## src/rtl/alu_pkg.sv

```systemverilog
// rtl/alu_pkg.sv - shared IEEE-754 single-precision constants, types and helpers
//
// Purpose : field layout, special encodings and the leading-zero counter
//           used by the ALU top and its rounding/packing stage.
// Ports   : none (package)
package alu_pkg;

  localparam int          EXP_W   = 8;
  localparam int          FRAC_W  = 23;
  localparam int          BIAS    = 127;
  localparam logic [7:0]  EXP_MAX = 8'hFF;
  localparam logic [31:0] QNAN    = 32'h7FC00000;
  localparam logic [31:0] POS_INF = 32'h7F800000;

  typedef struct packed {
    logic              sign;
    logic [EXP_W-1:0]  exp;
    logic [FRAC_W-1:0] frac;
  } fp32_t;

  typedef enum logic {
    OP_ADD = 1'b0,
    OP_MUL = 1'b1
  } op_sel_e;

  // Number of zeros above the highest set bit; 47 for an all-zero input.
  function automatic logic [5:0] clz47(input logic [46:0] v);
    logic [5:0] n;
    n = 6'd47;
    for (int i = 0; i < 47; i++) begin
      if (v[i]) n = 6'(46 - i);
    end
    return n;
  endfunction

endpackage

```

## src/rtl/alu_fp_round_pack.sv

```systemverilog
// rtl/alu_fp_round_pack.sv - normalise, round-to-nearest-even and pack an FP32 result
//
// Purpose : takes an unrounded significand frame and produces the packed
//           single-precision word, handling rounding carry, overflow to
//           infinity and flush-to-zero on underflow.
// Ports   : sign_i    result sign
//           exp_i     signed biased exponent of frame bit 46
//           sig_i     48-bit significand frame; bit 47 is a carry-out position,
//                     bits below 23 are guard/round/sticky material
//           result_o  packed IEEE-754 single result
module alu_fp_round_pack
  import alu_pkg::*;
(
  input  logic               sign_i,
  input  logic signed [9:0]  exp_i,
  input  logic        [47:0] sig_i,
  output logic        [31:0] result_o
);

  logic        [5:0]  lz;
  logic        [46:0] norm;
  logic               sticky_x;
  logic signed [9:0]  e_norm;
  logic        [23:0] mant;
  logic               guard;
  logic               sticky;
  logic               round_up;
  logic        [24:0] mant_r;
  logic signed [9:0]  e_r;
  logic        [22:0] frac;

  always_comb begin
    lz       = clz47(sig_i[46:0]);
    norm     = '0;
    sticky_x = 1'b0;
    e_norm   = exp_i;
    if (sig_i[47]) begin
      // Carry-out: shift right once, the dropped bit joins the sticky.
      norm     = sig_i[47:1];
      sticky_x = sig_i[0];
      e_norm   = exp_i + 10'sd1;
    end else begin
      norm   = sig_i[46:0] << lz;
      e_norm = exp_i - $signed({4'b0000, lz});
    end
  end

  assign mant     = norm[46:23];
  assign guard    = norm[22];
  assign sticky   = (|norm[21:0]) | sticky_x;
  assign round_up = guard & (sticky | mant[0]);
  assign mant_r   = {1'b0, mant} + {24'b0, round_up};
  // A rounding carry leaves mant_r = 1_0000..., i.e. fraction zero, exponent + 1.
  assign e_r      = e_norm + $signed({9'b0, mant_r[24]});
  assign frac     = mant_r[23] ? mant_r[22:0] : 23'b0;

  always_comb begin
    result_o = {sign_i, e_r[7:0], frac};
    if (sig_i == '0) begin
      result_o = {sign_i, 31'b0};
    end else if (e_r >= 10'sd255) begin
      result_o = {sign_i, EXP_MAX, 23'b0};
    end else if (e_r <= 10'sd0) begin
      result_o = {sign_i, 31'b0};
    end
  end

endmodule

```

## src/rtl/alu.sv

```systemverilog
// rtl/alu.sv - registered IEEE-754 single-precision add/multiply ALU
//
// Purpose : computes A+B and A*B in parallel, selects one and registers it
//           together with a flag marking infinite/NaN results.
// Ports   : clk       rising-edge clock
//           rst_n     asynchronous active-low reset
//           A, B      IEEE-754 single operands
//           selector  0 = add, 1 = multiply
//           Result    registered result
//           carry     registered flag, 1 when Result is +/-inf or NaN
module alu
  import alu_pkg::*;
(
  input  logic        clk,
  input  logic        rst_n,
  input  logic [31:0] A,
  input  logic [31:0] B,
  input  logic        selector,
  output logic [31:0] Result,
  output logic        carry
);

  fp32_t a, b;
  assign a = A;
  assign b = B;

  // Denormals count as zero.
  logic a_zero, b_zero, a_inf, b_inf, a_nan, b_nan;
  assign a_zero = (a.exp == '0);
  assign b_zero = (b.exp == '0);
  assign a_inf  = (a.exp == EXP_MAX) && (a.frac == '0);
  assign b_inf  = (b.exp == EXP_MAX) && (b.frac == '0);
  assign a_nan  = (a.exp == EXP_MAX) && (a.frac != '0);
  assign b_nan  = (b.exp == EXP_MAX) && (b.frac != '0);

  // ---------------- add path ----------------
  // Order by magnitude so the subtraction below never goes negative.
  logic        swap;
  fp32_t       hi_op, lo_op;
  logic [7:0]  exp_diff;
  logic [47:0] hi_sig, lo_sig, shift_mask, lo_shift, add_sig;
  logic        add_sign;
  logic signed [9:0] add_exp;
  logic [31:0] add_rp, add_res;

  assign swap     = (B[30:0] > A[30:0]);
  assign hi_op    = swap ? b : a;
  assign lo_op    = swap ? a : b;
  assign exp_diff = hi_op.exp - lo_op.exp;
  assign hi_sig   = {2'b01, hi_op.frac, 23'b0};
  assign lo_sig   = {2'b01, lo_op.frac, 23'b0};
  // Bits shifted out below the frame are jammed into bit 0 as sticky.
  assign shift_mask = (48'h1 << exp_diff) - 48'h1;
  assign lo_shift   = (lo_sig >> exp_diff) | {47'b0, |(lo_sig & shift_mask)};
  assign add_sig    = (a.sign ^ b.sign) ? (hi_sig - lo_shift) : (hi_sig + lo_shift);
  // Exact cancellation yields +0.
  assign add_sign   = (add_sig == '0) ? 1'b0 : hi_op.sign;
  assign add_exp    = $signed({2'b00, hi_op.exp});

  alu_fp_round_pack u_add_rp (
    .sign_i   (add_sign),
    .exp_i    (add_exp),
    .sig_i    (add_sig),
    .result_o (add_rp)
  );

  always_comb begin
    add_res = add_rp;
    if (a_nan || b_nan)          add_res = QNAN;
    else if (a_inf && b_inf)     add_res = (a.sign == b.sign) ? A : QNAN;
    else if (a_inf)              add_res = A;
    else if (b_inf)              add_res = B;
    else if (a_zero && b_zero)   add_res = {a.sign & b.sign, 31'b0};
    else if (a_zero)             add_res = B;
    else if (b_zero)             add_res = A;
  end

  // ---------------- mul path ----------------
  logic [47:0] mul_sig;
  logic        mul_sign;
  logic signed [9:0] mul_exp;
  logic [31:0] mul_rp, mul_res;

  assign mul_sign = a.sign ^ b.sign;
  assign mul_sig  = {24'b0, 1'b1, a.frac} * {24'b0, 1'b1, b.frac};
  // Product bit 46 carries weight 2^(eA+eB-2*BIAS), i.e. biased eA+eB-BIAS.
  assign mul_exp  = $signed({2'b00, a.exp}) + $signed({2'b00, b.exp}) - $signed(10'(BIAS));

  alu_fp_round_pack u_mul_rp (
    .sign_i   (mul_sign),
    .exp_i    (mul_exp),
    .sig_i    (mul_sig),
    .result_o (mul_rp)
  );

  always_comb begin
    mul_res = mul_rp;
    if (a_nan || b_nan)                             mul_res = QNAN;
    else if ((a_inf && b_zero) || (a_zero && b_inf)) mul_res = QNAN;
    else if (a_inf || b_inf)                        mul_res = POS_INF | {mul_sign, 31'b0};
    else if (a_zero || b_zero)                      mul_res = {mul_sign, 31'b0};
  end

  // ---------------- output register ----------------
  logic [31:0] result_d, result_q;
  logic        carry_d, carry_q;

  assign result_d = (selector == OP_MUL) ? mul_res : add_res;
  assign carry_d  = (result_d[30:23] == EXP_MAX);

  always_ff @(posedge clk or negedge rst_n) begin
    if (!rst_n) begin
      result_q <= '0;
      carry_q  <= 1'b0;
    end else begin
      result_q <= result_d;
      carry_q  <= carry_d;
    end
  end

  assign Result = result_q;
  assign carry  = carry_q;

endmodule

```

## config.mk

```make
export PLATFORM = sky130hd
export DESIGN_NAME = alu
export DESIGN_NICKNAME = d
export VERILOG_FILES = /design/src/rtl/alu_pkg.sv /design/src/rtl/alu_fp_round_pack.sv /design/src/rtl/alu.sv
export SDC_FILE = /design/constraint.sdc
export NUM_CORES = 2
export LEC_CHECK = 0
export BUFFER_PORTS_ARGS = -buffer_cell sky130_fd_sc_hd__clkbuf_2
export CAP_MARGIN = 20
export CORE_ASPECT_RATIO = 1.1
export CORE_MARGIN = 3
export CORE_UTILIZATION = 60
export CTS_BUF_LIST = sky130_fd_sc_hd__clkbuf_16
export DETAILED_ROUTE_END_ITERATION = 10
export PLACE_DENSITY = 0.77
export SLEW_MARGIN = 20
export SYNTH_ARGS = -nofsm -noshare
export SYNTH_HDL_FRONTEND = slang
export SYNTH_SLANG_ARGS = --single-unit
export TNS_END_PERCENT = 10
```

## constraint.sdc

```tcl
create_clock -name clk -period 0.9 [get_ports clk]
set_clock_uncertainty 0.15 [all_clocks]
set_input_delay 0.18 -clock clk [delete_from_list [all_inputs] [get_ports clk]]
set_output_delay 0.18 -clock clk [all_outputs]
set_load 0.03 [all_outputs]
```

==> reports/metrics.yaml, run 1 <==
run_status:
  error: "[ERROR GRT-0116] Global routing finished with congestion. Check the congestion regions in the DRC Viewer."
  status: "aborted with a tool error"
  haltStage: "5_1_grt"
floorplanning:
  die_x_um: 261
  die_h_um: 287
  rows: 102
  ios: 100
  start_util: 0.608
placed_design:
  placed_cell_area_um2: 58600
  port_buffers: 99
  dp_hpwl_mm: 190
  gp_congestion: 1.43
  dp.cells: 8382
  dpl_worst_slack_ns: -12.85
logic_synthesis:
  syn_avg_cell_area_um2: 7.41
  yosysTopAreaCellShare: 0.227
  ys_ff_latch: 33
  async_reset_ff_frac: 1.00
  ys_types: 129
  synth_fp_nets: 6657
  yosys_warnings: 0
  netlist_instances: 5790
  syn_area_um2: 42900
  yosys.area.top_type: "fa_1"
  seq_area_frac_synth: 0.0192
  synthFlopType: "dfrtp_1"
  synth_commonest_cells: "inv_1, nor2_1, fa_1"
  synth_edf_count: 0
  synth.area.top_cells: "fa_1, ha_1, inv_1, nor2_1, nand2_1"
  yosysMostFrequentCell: "inv_1"
clock_tree:
  clk_path_buf_depth: 2
  h-tree-depth: 2
  clock-sinks: 33
  numCtsBuffers: 5
  cts.root.buffer_cell: "clkbuf_16"
grt:
  grt_usage: 0.919
  grt_first_pass_wirelength_mm: 534
  grt_pass1_vias: 78629
  grt_max_degree: 63
  gr-total-overflow: 3412
-- per-layer routing --
layer  GRT usage  overflow
met1       0.856       100
met2        1.09      2408
met3       0.804        77
met4       0.971       817
met5       0.606        10
-- through the flow --
step / util / hold WS, ns / TNS, ns
CTS: 0.867 / 0.224 / -390.01
detailed placement: 0.830 / 0.00473 / -416.20
global placement: 0.830 / 0.000565 / -400.14
floorplan: - / -0.266 / -386.32
-- what timing repair did --
| action | CTS |
|---|---|
| buffers inserted | 81 |
| cloned | 5 |
| hold buffers | 1 |
| hold endpoints to repair | 33 |
| gates resized for setup | 379 |
| pin swaps | 127 |
| endpoints found under the setup margin | 66 |
-- logic make-up after synthesis --
| logic type | Yosys count | share of synthesized area |
|---|---|---|
| AND/OR/NAND/NOR | 2029 | 0.237 |
| buffers and inverters | 1077 | 0.100 |
| flip-flops | 33 | 0.0192 |
| multiplexers | 181 | 0.0477 |
| adder cells (fa/ha/maj) | 801 | 0.318 |
| AO/OA/AOI/OAI | 1512 | 0.246 |
| XOR/XNOR | 157 | 0.0322 |
==> run 2, diff against run 1 <==
CORE_ASPECT_RATIO = default   (was 1.1)
CORE_UTILIZATION = 40   (was 60)
CTS_BUF_LIST = default   (was sky130_fd_sc_hd__clkbuf_16)
PLACE_DENSITY = default   (was 0.77)
PLACE_DENSITY_LB_ADDON = 0.15   (was default)
==> run 2 against run 1 <==
The flow now finishes, with violations (setup timing). Synthesized cell count unchanged. Synthesized area is the same.
==> reports/metrics.yaml, run 2 <==
cells_and_area:
  nFillCells: 10050
  postLayoutCellArea_um2: 61400
  largest_register_ffs: 32
  mostFrequentLayoutCells: "buf_4, inv_1, nor2_1"
  drive_gt1_frac: 0.337
  nNetsFinal: 8366
  finalNonFillerCells: 8896
  area_delta_synth_final_pct: 43.1
  final_common_cell: "buf_4"
logic_synthesis:
  syn_area_um2: 42900  # unchanged
  yosys.area.top_type: "fa_1"
  yosys_warnings: 0  # unchanged
  yosysTopAreaCellShare: 0.227  # unchanged
  synthFlopType: "dfrtp_1"
  seq_area_frac_synth: 0.0192  # unchanged
  synth.area.top_cells: "fa_1, ha_1, inv_1, nor2_1, nand2_1"
  ys_ff_latch: 33  # unchanged
  synth_fp_nets: 6657  # unchanged
  syn_avg_cell_area_um2: 7.41  # unchanged
  synth_edf_count: 0  # unchanged
  netlist_instances: 5790  # unchanged
  ys_types: 129  # unchanged
  yosysMostFrequentCell: "inv_1"
  async_reset_ff_frac: 1.00  # unchanged
  synth_commonest_cells: "inv_1, nor2_1, fa_1"
timing:
  setup_ws_ns: -12.10
  layout_min_cycle_time_ns: 13.00
  final-hold-violation-count: 0
  setup_viol: 66
  period_share: 14.4
  worstMarginPinSlew_ns: 0.849
  relSlewSlack: 0.434
  max_freq_mhz: 76.9
  rsz0062_at_grt: "yes"
  fin_hold_ws_ns: 0.232
  final_max_slew_viol_count: 0
clock_tree:
  clock-sinks: 33  # unchanged
  cts_tree: "done"
  cts.root.buffer_cell: "clkbuf_16"
  clk_path_buf_depth: 2  # unchanged
  numCtsBuffers: 5  # unchanged
  path_clk_slew_ns: 0.06
  h-tree-depth: 2  # unchanged
critical_path:
  path_depth: 70
  crit_fanout: 7
  cp-start-kind: "primary input"
  crit_arrival_ns: 13.04
  cp_slowest_cell: "mux4_2"
  crit_type: "in -> reg"
  worst_setup_path_end_kind: "flip-flop"
  crit_buf_inv: 11
  cp_data_required_time_ns: 0.94
  critical-path-top-delay-family: "compound AO/OA/AOI/OAI gates"
  cpPeakStageDelay_ns: 0.49
route:
  via_per_inst: 5.99
  drt-wirelength-per-cell_um: 25.6
  drtIter0Drc: 5558
  finalWirelength_mm: 228
  firstDrtPassIters: 6
  vias: 53310
  drc_errors: 0
  ant_nets: 0
floorplanning:
  start_util: 0.405  # -0.203
  rows: 119  # +17%
  die_area_um2: 111000
  die_h_um: 334  # +16%
  core_area_um2: 106000
  die_x_um: 334  # +28%
  ios: 100  # unchanged
placed_design:
  dp_hpwl_mm: 187  # -1.6%
  dp.cells: 8795  # +4.9%
  gp_congestion: 1.06  # -26%
  port_buffers: 99  # unchanged
  placed_cell_area_um2: 58700  # +0.10%
grt:
  grt_usage: 0.399
  gr-total-overflow: 0
  grt_first_pass_wirelength_mm: 338
  grt_max_degree: 63
  grt_pass1_vias: 53367
  antenna_found_initial: 8
run_status:
  violations: "setup timing"
  status: "finished with violations"
hold_path:
  worstHoldPathType: "in -> async"
run:
  maxCapViolCount: 0
[run 2: cell counts after synthesis]
Identical to the previous run, type by type.
[run 2: timing repair]
item / 4_1_cts / 5_1_grt
hold buffers: 1 / 0
pin swaps: 77 / 77
setup endpoints to repair: 66 / 66
buffers inserted: 46 / 43
hold endpoints to repair: 33 / 0
gates resized for setup: 239 / 194
cloned: 2 / 0
[run 2: layer usage]
| metal | global-route usage | up-vias | wire length (µm) | part of all wire |
|---|---|---|---|---|
| li1 | - | 23731 | - | - |
| met4 | 0.296 | 6 | 21600 | 0.095 |
| met1 | 0.476 | 25763 | 84400 | 0.37 |
| met3 | 0.0573 | 907 | 19000 | 0.083 |
| met5 | 0 | - | 46 | 0.00020 |
| met2 | 0.657 | 2903 | 103000 | 0.45 |
[run 2: area by class of cell]
type                       instances  area (µm²)  share of cell area
inverter                         702        2670              0.0435
sequential                        33         835              0.0136
tap                             1391        1740              0.0283
antenna                            5        12.5            0.000204
clock buffer                       6         139             0.00226
multi-input combinational       4680       39600               0.644
clock inverter                     2        37.5            0.000611
timing repair buffer            2077       16400               0.267
[run 2: how the worst max path moves through the flow]
| stage | startpoint | to | slack, ns |
|---|---|---|---|
| final | A[14] | Result[0]$_DFF_PN0_ | -12.10 |
| after global routing | B[0] | Result[0]$_DFF_PN0_ | -12.56 |
| after CTS | A[14] | Result[2]$_DFF_PN0_ | -12.03 |
| after detailed placement | A[14] | Result[0]$_DFF_PN0_ | -13.16 |
| after global placement | B[0] | Result[0]$_DFF_PN0_ | -12.96 |
| after floorplan | A[18] | Result[0]$_DFF_PN0_ | -11.96 |
[run 2: logic make-up after synthesis]
| family | count (synthesis) | synth area share |
|---|---|---|
| fa+ha+maj | 801 | 0.318 |
| mux | 181 | 0.0477 |
| xor+xnor | 157 | 0.0322 |
| simple gates | 2029 | 0.237 |
| compound gates | 1512 | 0.246 |
| buf+inv | 1077 | 0.100 |
| flops | 33 | 0.0192 |
[run 2: stage by stage]
step	setup slack (ns)	util	setup TNS (ns)
global placement	-12.96	0.554	-419.54
finish	-12.10	0.580	-402.42
CTS	-12.03	0.570	-400.09
global route	-12.56	0.580	-418.27
detailed placement	-13.16	0.554	-426.30
floorplan	-11.96	-	-386.32
Power of run 2 is not shown: default switching activity piles up to over one toggle a cycle in this logic, so the estimate is an artifact.
